**config.mk**
```make
export PLATFORM = sky130hd
export DESIGN_NAME = serial_shifter
export DESIGN_NICKNAME = d
export VERILOG_FILES = /design/src/rtl/serial_shifter_pkg.sv /design/src/rtl/serial_shifter_shift1_step.sv /design/src/rtl/serial_shifter.sv
export SDC_FILE = /design/constraint.sdc
export NUM_CORES = 1
export LEC_CHECK = 0
export BUFFER_PORTS_ARGS = -buffer_cell sky130_fd_sc_hd__buf_2
export CAP_MARGIN = 40
export CORE_ASPECT_RATIO = 0.8
export CORE_MARGIN = 2
export CORE_UTILIZATION = 49
export CTS_BUF_LIST = sky130_fd_sc_hd__clkbuf_4
export CTS_CLUSTER_DIAMETER = 150
export DETAILED_ROUTE_END_ITERATION = 10
export GPL_ROUTABILITY_DRIVEN = 0
export PLACE_DENSITY = 0.77
export SLEW_MARGIN = 20
export SYNTH_ARGS = -nofsm -noshare
export SYNTH_HDL_FRONTEND = slang
export SYNTH_HIERARCHICAL = 1
export SYNTH_SLANG_ARGS = --single-unit
```
**constraint.sdc**
```tcl
create_clock -name clk -period 1.57 [get_ports clk]
set_clock_uncertainty 0.15 [all_clocks]
set_input_delay 0.157 -clock clk [delete_from_list [all_inputs] [get_ports clk]]
set_output_delay 0.157 -clock clk [all_outputs]
set_load 0.005 [all_outputs]
```
**src/rtl/serial_shifter_pkg.sv**
```systemverilog
// serial_shifter_pkg: shared constants and types for the serial shift unit.
// Optional feature macro used by this slice: SERIAL_SHIFTER_ROTATE_EN.
package serial_shifter_pkg;

    // Default operand width of the shift unit.
    localparam int SHIFTER_WIDTH = 32;

    // Shift direction encoding, shared with the single-step helper.
    localparam logic SHIFT_LEFT  = 1'b0;
    localparam logic SHIFT_RIGHT = 1'b1;

    // Control states of the sequential shifter.
    typedef enum logic [1:0] {
        IDLE  = 2'd0,
        SHIFT = 2'd1,
        DONE  = 2'd2
    } state_e;

endpackage

```
**src/rtl/serial_shifter_shift1_step.sv**
```systemverilog
// shift1_step: combinational one-bit logical shift/rotate of a WIDTH-bit word.
// rot=1 re-inserts the bit shifted out; rot=0 zero-fills.
module shift1_step
    import serial_shifter_pkg::*;
#(
    parameter int WIDTH = SHIFTER_WIDTH
) (
    input  logic [WIDTH-1:0] data,
    input  logic             dir,
    input  logic             rot,
    output logic [WIDTH-1:0] next_data
);

    // One step in the requested direction; the vacated bit is the wrapped bit or zero.
    // NOTE: the output gets a default before any branch so no path leaves it unassigned (no latch).
    always_comb begin
        next_data = data;
        if (dir == SHIFT_LEFT) begin
            next_data = {data[WIDTH-2:0], rot & data[WIDTH-1]};
        end else begin
            next_data = {rot & data[0], data[WIDTH-1:1]};
        end
    end

endmodule

```
**src/rtl/serial_shifter.sv**
```systemverilog
// serial_shifter: multi-cycle shift unit, one bit per clock, valid/ready on both sides.
// Define SERIAL_SHIFTER_ROTATE_EN to add the in_rot port and rotate support;
// without it every shift zero-fills.
module serial_shifter
    import serial_shifter_pkg::*;
#(
    parameter int WIDTH = SHIFTER_WIDTH,
    parameter int AMT_W = $clog2(WIDTH)
) (
    input  logic             clk,
    input  logic             rst_n,
    input  logic             in_valid,
    output logic             in_ready,
    input  logic [WIDTH-1:0] in_data,
    input  logic             in_dir,
    input  logic [AMT_W-1:0] in_amt,
`ifdef SERIAL_SHIFTER_ROTATE_EN
    input  logic             in_rot,
`endif
    output logic             out_valid,
    input  logic             out_ready,
    output logic [WIDTH-1:0] out_data,
    output logic             busy
);

    state_e           state;
    state_e           state_n;
    logic [WIDTH-1:0] data_q;
    logic [WIDTH-1:0] step_data;
    logic [AMT_W-1:0] cnt_q;
    logic             dir_q;
    logic             rot_q;
    logic             accept;

    shift1_step #(.WIDTH(WIDTH)) u_step (
        .data      (data_q),
        .dir       (dir_q),
        .rot       (rot_q),
        .next_data (step_data)
    );

`ifdef SERIAL_SHIFTER_ROTATE_EN
    // Rotate mode is captured at accept so later in_rot changes are ignored.
    always_ff @(posedge clk or negedge rst_n) begin
        if (!rst_n) begin
            rot_q <= 1'b0;
        end else if (accept) begin
            rot_q <= in_rot;
        end
    end
`else
    assign rot_q = 1'b0;
`endif

    // Next-state and handshake outputs; in_valid is only looked at in IDLE.
    always_comb begin
        state_n   = state;
        in_ready  = 1'b0;
        out_valid = 1'b0;
        busy      = 1'b0;
        accept    = 1'b0;
        case (state)
            IDLE: begin
                in_ready = 1'b1;
                if (in_valid) begin
                    accept  = 1'b1;
                    state_n = (in_amt == '0) ? DONE : SHIFT;
                end
            end
            SHIFT: begin
                busy = 1'b1;
                if (cnt_q == AMT_W'(1)) begin
                    state_n = DONE;
                end
            end
            DONE: begin
                busy      = 1'b1;
                out_valid = 1'b1;
                if (out_ready) begin
                    state_n = IDLE;
                end
            end
            default: state_n = IDLE;
        endcase
    end

    // Result is presented only while DONE, so it is zero out of reset and never shows partial steps.
    assign out_data = (state == DONE) ? data_q : '0;

    // State register plus operand load on accept and one step per SHIFT cycle.
    // NOTE: sequential state uses non-blocking assignments so every register samples pre-edge values.
    always_ff @(posedge clk or negedge rst_n) begin
        if (!rst_n) begin
            state  <= IDLE;
            data_q <= '0;
            cnt_q  <= '0;
            dir_q  <= SHIFT_LEFT;
        end else begin
            state <= state_n;
            if (accept) begin
                data_q <= in_data;
                dir_q  <= in_dir;
                cnt_q  <= in_amt;
            end else if (state == SHIFT) begin
                data_q <= step_data;
                cnt_q  <= cnt_q - AMT_W'(1);
            end
        end
    end

endmodule

```
==> metrics.txt, run 1 <==
run status finished with violations; failing checks negative setup slack; peak fanout along the critical path 4; Internal Pwr Total roughly 0.0051 W; detailed-route wire length per cell around 17 um; setup slack of the most critical reg-to-reg path -0.28 ns; Total Neg Setup Slack -13.22 ns; final routed DRC violation total 0; number of nets in the finished design between 400 and 500; WS Path Type reg2reg; maximum number of pins on one net before global-route repair 25; sequential-to-total area share from yosys stat 37.2%; cell taking the most area after synthesis sky130_fd_sc_hd__dfrtp_1; Root Buffer sky130_fd_sc_hd__clkbuf_4; cell count after synthesis around 270; clock-pin slew on the worst setup and hold paths about 0.13 ns; leakage power total between 2 and 2.5 nW; die outline area 6100 um2; power spent charging and discharging nets around 0.0031 W; number of global-route vias before repair around 2600; worst path required time around 1.7 ns; sum of net half-perimeters after detailed placement approximately 4400 um; Register-to-Register Path Depth 8; Detailed Routing Iterations Pass 1 4; Critical Path Source Type flip-flop; proportion of netlist area held by the largest area contributor between 30% and 40%; via count between 2000 and 3000; worst ir drop on vdd ~0.9 mV; Gate power share about two thirds; number of nets still failing antenna checks after routing 0; maximum operating frequency ~540 MHz; Port Buf Inserts 76; first-pass GRT wire length roughly 12000 um; I/O pins 77; switching portion of total power between 30% and 40%; RR Startpoint state[0]; destination of the worst hold path state[0]; GRT Total Usage between 20% and 30%; Post-synth EDFFs 0; post-detailed-routing wire length between 8000 and 9000 um; total of flip-flops plus latches after synthesis 40; CP Capture Type flip-flop; CP cell instances buf_4, buf_6, ha_4, buf_6, buf_4, inv_4, o221a_4, mux2i_2; initial antenna violation count 0; crit path DAT slightly below 2 ns; initial cell density of the core about half; number of cell rows 24; Reg2Reg Capture Point state[1]; maximum root-to-sink buffer count 2; Sequential Power Share approximately 26%; HP Start out_ready; prevailing post-synth register cell sky130_fd_sc_hd__dfrtp_1; post-synth design cell area 2690 um2; Die Span X 86.8 um; number of pins with negative max-slew slack in the final report 0; buffers and inverters on the worst path 5; cell with the largest stage delay on the worst path sky130_fd_sc_hd__dfrtp_1; Area Overhead vs Synth 60.7%; number of diodes added for antenna fixing 0; deepest level of the CTS H-tree 2; die outline height roughly 70 um; setup slack after layout -0.281 ns; average cell area after synthesis 10.1 um2; Core Area around 5400 um2; hold violation total from the final report 0; Hold Worst Slack roughly 0.032 ns; count of max-cap constraint violations 0; total clock buffers created by CTS 5; Synth warnings 6; unrepaired setup endpoints after global routing true; via count normalized by instance count approximately 5.3; path type of the worst min-delay path in2reg; total power per unit cell area between 1500 and 2000 nW/um2; proportion of layout cells with a drive suffix above 1 ~48%; clock sink total 40; TritonCTS clock tree yes; kind of cell adding the most delay to the critical path buffers and inverters; stage delay of the slowest cell on the critical path about 0.43 ns; relative contribution of the clock network to total power roughly 8.5%; cell depth of the worst min-delay path 3; Final setup viols 74; fin crit share 118%; iteration-0 DRC count of the detailed router between 100 and 150; insertion delay to the later sink of the worst-skew pair between 0.3 and 0.4 ns; share of async-settable or async-resettable flops after synthesis 100%; number of distinct library cell variants in the gate-level netlist after synthesis 29; Overflow after GRT 0; Min Clock Period, post-route between 1.5 and 2 ns; Synth area leaders sky130_fd_sc_hd__dfrtp_1 37%, sky130_fd_sc_hd__mux2_4 15%, sky130_fd_sc_hd__mux2i_1 13%
[power by group through the flow]
stage	registers [W]	clock network, W	logic [W]
floorplan	0.00190	0	0.00280
global placement	0.00205	0	0.00352
detailed placement	0.00207	0	0.00365
CTS	0.00208	0.000706	0.00439
global route	0.00222	0.000765	0.00581
finish	0.00213	0.000701	0.00544
[cell families (layout without fill, tap and decap cells)]
group,count (synthesis),after routing,share of synthesized area (%)
AO/OA/AOI/OAI,44,44,8.79
XOR/XNOR,3,3,0.977
adder cells (fa/ha/maj),5,5,2.33
buffers and inverters,27,173,5.82
flip-flops,40,40,37.2
multiplexers,65,65,29.3
other,1,2,0.139
AND/OR/NAND/NOR,82,82,15.4
[area by class of cell]
class / count / area, um2
inverters: 8 / 37.5
fillers: 317 / 1050
repair buffers: 157 / 1400
well taps: 65 / 81.3
clock buffers: 6 / 45.0
clock inverters: 2 / 35.0
flip-flops and latches: 40 / 1000
multi-input cells: 201 / 1720
[synth_stat cells, types with 2 or more instances]
cell	number
sky130_fd_sc_hd__nand2_1	41
sky130_fd_sc_hd__dfrtp_1	40
sky130_fd_sc_hd__o21ai_0	37
sky130_fd_sc_hd__mux2i_1	34
sky130_fd_sc_hd__and2_1	33
sky130_fd_sc_hd__mux2_4	26
sky130_fd_sc_hd__clkbuf_1	9
sky130_fd_sc_hd__inv_1	8
sky130_fd_sc_hd__buf_2	5
sky130_fd_sc_hd__ha_1	5
sky130_fd_sc_hd__mux2_2	5
sky130_fd_sc_hd__buf_12	2
sky130_fd_sc_hd__buf_6	2
sky130_fd_sc_hd__nor2_1	2
sky130_fd_sc_hd__nor4b_1	2
sky130_fd_sc_hd__o22ai_1	2
sky130_fd_sc_hd__xnor2_1	2
[per-stage QoR]
stage | setup WS (ns) | cells | total power [W] | util [%] | cell area [um2]
after global placement | -0.0100 | 410 | 0.00557 | 60.4 | 3250
after floorplan | 0.00376 | 268 | 0.00470 | - | 2700
after CTS | -0.189 | 466 | 0.00717 | 73.9 | 3970
final | -0.281 | 479 | 0.00827 | 80.4 | 4320
after detailed placement | -0.152 | 410 | 0.00572 | 60.4 | 3250
after global routing | -0.334 | 479 | 0.00879 | 80.4 | 4320
[routing by layer]
metal  up-vias  GRT usage [%]  share of wire [%]
li1       1198              -                  -
met1      1228           30.2                 43
met2        84           43.3                 51
met3        16           5.20                4.1
met4         0           8.68                2.1
met5         -              0                  0
[worst reg2reg max path: stages (launching register included)]
cell and delay (ns):
sky130_fd_sc_hd__dfrtp_1 0.43, sky130_fd_sc_hd__buf_4 0.15, sky130_fd_sc_hd__buf_6 0.11, sky130_fd_sc_hd__ha_4 0.16, sky130_fd_sc_hd__buf_6 0.13, sky130_fd_sc_hd__buf_4 0.14, sky130_fd_sc_hd__inv_4 0.07, sky130_fd_sc_hd__o221a_4 0.20
sky130_fd_sc_hd__mux2i_2 0.22
[sequential cells by signal (all words and copies together) (netlist names)]
register / flops
data_q: 32
dir_q: 1
cnt_q: 5
state: 2
[placed cells by master, fill, tap and decap left out, types with 5 or more instances in the layout]
master                          synthesis  layout
sky130_fd_sc_hd__inv_1                  8       5
sky130_fd_sc_hd__mux2_4                26      27
sky130_fd_sc_hd__dfrtp_1               40      39
sky130_fd_sc_hd__buf_12                 2      10
sky130_fd_sc_hd__buf_2                  5      62
sky130_fd_sc_hd__buf_4                  0      21
sky130_fd_sc_hd__and2_1                33      17
sky130_fd_sc_hd__mux2i_1               34      27
sky130_fd_sc_hd__dlygate4sd3_1          0      39
sky130_fd_sc_hd__and2_4                 0      16
sky130_fd_sc_hd__nand2_1               41      39
sky130_fd_sc_hd__mux2i_2                0       7
sky130_fd_sc_hd__buf_6                  2      21
sky130_fd_sc_hd__clkbuf_4               0       6
sky130_fd_sc_hd__o21ai_1                0      34
[how the worst max path moves through the flow]
stage	from	to	slack [ns]	depth (start not counted)
after floorplan	state[1]	cnt_q[4]	0.004	6
after global placement	cnt_q[1]	state[1]	-0.01	5
after detailed placement	cnt_q[1]	state[1]	-0.15	5
after CTS	state[0]	out_data[0]	-0.19	5
after global routing	state[0]	data_q[19]	-0.33	8
final	state[0]	state[1]	-0.28	8
[what timing repair did]
action | in CTS | in global routing
setup endpoints to repair | 52 | 75
gates cloned | 3 | 1
buffers inserted | 6 | 12
hold buffers | 39 | 0
endpoints found under the hold margin | 61 | 0
gates resized for setup | 39 | 79
pin swaps | 2 | 7
No activity file was read; power rests on OpenSTA's default activity.
==> run 2, diff against run 1 <==
Settings changed: CELL_PAD_IN_SITES_DETAIL_PLACEMENT set to 1, CELL_PAD_IN_SITES_GLOBAL_PLACEMENT set to 1, CORE_MARGIN 2 to unset, CORE_UTILIZATION 49 to 37.
==> run 2 against run 1 <==
The run still ends with negative setup slack left; sequential share of layout area up 2.2 points; maximum frequency up 1.3%; core utilization down 24 points; critical path depth down 3; wire length down 1.4%; combinational power down 22%; sequential power about the same; total power down 14%; largest cell class unchanged.
==> metrics.txt, run 2 (synthesis results as in run 1) <==
run status finished with violations (unchanged); failing checks negative setup slack (unchanged); Placed Cells incl. Taps 432 (was 410); Detailed Routing Iterations Pass 1 4 (unchanged); Biggest register data_q (unchanged); setup slack after layout -0.257 ns (was -0.281 ns); detailed-route wire length per cell 16.6 um (was 17.1 um); maximum number of pins on one net before global-route repair 26 (was 25); post-detailed-routing wire length 8080 um (was 8190 um); Area Overhead vs Synth 47.0% (was 60.7%); CP Capture Type flip-flop (unchanged); placement-stage cell area 3260 um2 (was 3250 um2); number of nets still failing antenna checks after routing 0 (unchanged); max reg flops 32 (unchanged); total power per unit cell area 1800 nW/um2 (was 1910 nW/um2); GRT Total Usage 21.9% (was 24.9%); clock sink total 40 (unchanged); largest registers data_q: 32 flops, cnt_q: 5 flops, state: 2 flops (unchanged); proportion of layout cells with a drive suffix above 1 39.3% (was 47.6%); count of max-cap constraint violations 0 (unchanged); path type of the worst min-delay path in2reg (unchanged); number of cell rows 27 (was 24); first-pass GRT wire length 13100 um (was 11900 um); number of pins with negative max-slew slack in the final report 0 (unchanged); RR Startpoint state[1] (was state[0]); worst-case setup slack after placement -0.0956 ns (was -0.152 ns); number of global-route vias before repair 2590 (was 2601); final design instance area without fill 3950 um2 (was 4320 um2); initial cell density of the core 38.6% (was 50.0%); Final setup viols 74 (unchanged); Hold Worst Slack 0.0791 ns (was 0.0322 ns); worst ir drop on vdd 0.648 mV (was 0.904 mV); Critical Path Source state[1] (was state[0]); final core utilization 56.8% (was 80.4%); Worst setup endpoint cnt_q[4] (was state[1]); crit path DAT 1.96 ns (was 1.97 ns); worst path required time 1.70 ns (was 1.69 ns); WS Path Type reg2reg (unchanged); final routed DRC violation total 0 (unchanged); Die Span X 97.3 um (was 86.8 um); Reg2Reg Capture Point cnt_q[4] (was state[1]); number of nets in the finished design 446 (was 460); Register-to-Register Path Depth 5 (was 8); peak fanout along the critical path 6 (was 4); I/O pins 77 (unchanged); unrepaired setup endpoints after global routing true (unchanged); via count 2407 (was 2526); die outline area 7610 um2 (was 6100 um2); Port Buf Inserts 76 (unchanged); leakage power total 1.89 nW (was 2.06 nW); number of diodes added for antenna fixing 0 (unchanged); initial antenna violation count 0 (unchanged); sum of net half-perimeters after detailed placement 4800 um (was 4380 um); deepest level of the CTS H-tree 2 (unchanged); Min Clock Period, post-route 1.83 ns (was 1.85 ns); Root Buffer sky130_fd_sc_hd__clkbuf_4 (unchanged); TritonCTS clock tree yes (unchanged); fin crit share 116% (was 118%); insertion delay to the later sink of the worst-skew pair 0.36 ns (about the same); filler-free cell count of the finished design 487 (was 479); setup slack of the most critical reg-to-reg path -0.26 ns (was -0.28 ns); hold violation total from the final report 0 (unchanged); most used cells in the layout excluding fill and tap cells 72 x sky130_fd_sc_hd__buf_2, 42 x sky130_fd_sc_hd__dlygate4sd3_1, 40 x sky130_fd_sc_hd__nand2_1 (was 62 x sky130_fd_sc_hd__buf_2, 39 x sky130_fd_sc_hd__nand2_1, 39 x sky130_fd_sc_hd__dfrtp_1, 39 x sky130_fd_sc_hd__dlygate4sd3_1, 34 x sky130_fd_sc_hd__o21ai_1); Critical Path Source Type flip-flop (unchanged); Overflow after GRT 0 (unchanged); clock-pin slew on the worst setup and hold paths 0.13 ns (about the same); die outline height 78.2 um (was 70.3 um); leading cell type in the layout, fill and taps excluded sky130_fd_sc_hd__buf_2 (unchanged); Core Area 6960 um2 (was 5380 um2); via count normalized by instance count 4.94 (was 5.27); maximum root-to-sink buffer count 2 (unchanged); maximum operating frequency 547 MHz (was 540 MHz); iteration-0 DRC count of the detailed router 75 (was 145); total clock buffers created by CTS 5 (unchanged)
==> run 2: cell count changes in the layout (fill, tap and decap cells not counted), sizes merged <==
| cell | delta |
|---|---|
| clkbuf | -1 |
| bufbuf | +1 |
| dlygate4sd3 | +3 |
| buf | -17 |
==> run 2: stage by stage <==
stage / total power (W) / setup TNS, ns
after floorplan: 0.00470 / 0
after global placement: 0.00562 / 0
after detailed placement: 0.00579 / -0.933
after CTS: 0.00692 / -11.59
after global routing: 0.00757 / -15.18
final: 0.00710 / -10.57
==> run 2: worst min path at each step <==
stage,end,depth (start not counted),from,slack (ns)
6_report,state[1],4,in_amt[0],0.08
5_1_grt,state[1],4,in_amt[0],0.09
4_1_cts,state[1],4,in_amt[0],0.04
3_5_place_dp,data_q[30],1,rst_n,-0.17
3_3_place_gp,data_q[30],1,rst_n,-0.18
2_1_floorplan,cnt_q[0],0,rst_n,-0.29
==> run 2: worst max-delay path, cell delays in order (launching register included) <==
cell and delay, ns:
sky130_fd_sc_hd__dfrtp_1 0.44, sky130_fd_sc_hd__inv_1 0.17, sky130_fd_sc_hd__ha_4 0.21, sky130_fd_sc_hd__nand2_1 0.09, sky130_fd_sc_hd__or4_1 0.45, sky130_fd_sc_hd__a31oi_1 0.24
==> run 2: metal layers <==
| metal | track usage (%) | up-vias | share of wire, % |
|---|---|---|---|
| met1 | 27.1 | 1168 | 45 |
| met4 | 5.29 | 0 | 1.2 |
| met5 | 0 | - | 0 |
| li1 | - | 1170 | - |
| met2 | 39.9 | 60 | 50 |
| met3 | 3.56 | 9 | 3.4 |
==> run 2: cell type report <==
cell class | instances | area [um2]
timing repair buffer | 143 | 1120
clock inverter | 2 | 35.0
sequential | 40 | 1000
multi-input combinational | 201 | 1620
clock buffer | 6 | 45.0
inverter | 8 | 30.0
fill | 796 | 3010
tap | 87 | 109
==> run 2: what timing repair did <==
item | in CTS | in global routing
setup endpoints to repair | 71 | 75
hold buffers | 42 | 0
endpoints found under the hold margin | 80 | 0
setup buffers | 2 | 2
pin swaps | 0 | 1
cloned | 2 | 0
gates resized for setup | 9 | 16
==> run 2: report_power, final <==
| part | switching (W) | internal (W) | total [W] |
|---|---|---|---|
| registers | 0.000566 | 0.00154 | 0.00211 |
| clock network | 0.000370 | 0.000351 | 0.000721 |
| logic | 0.00181 | 0.00247 | 0.00427 |
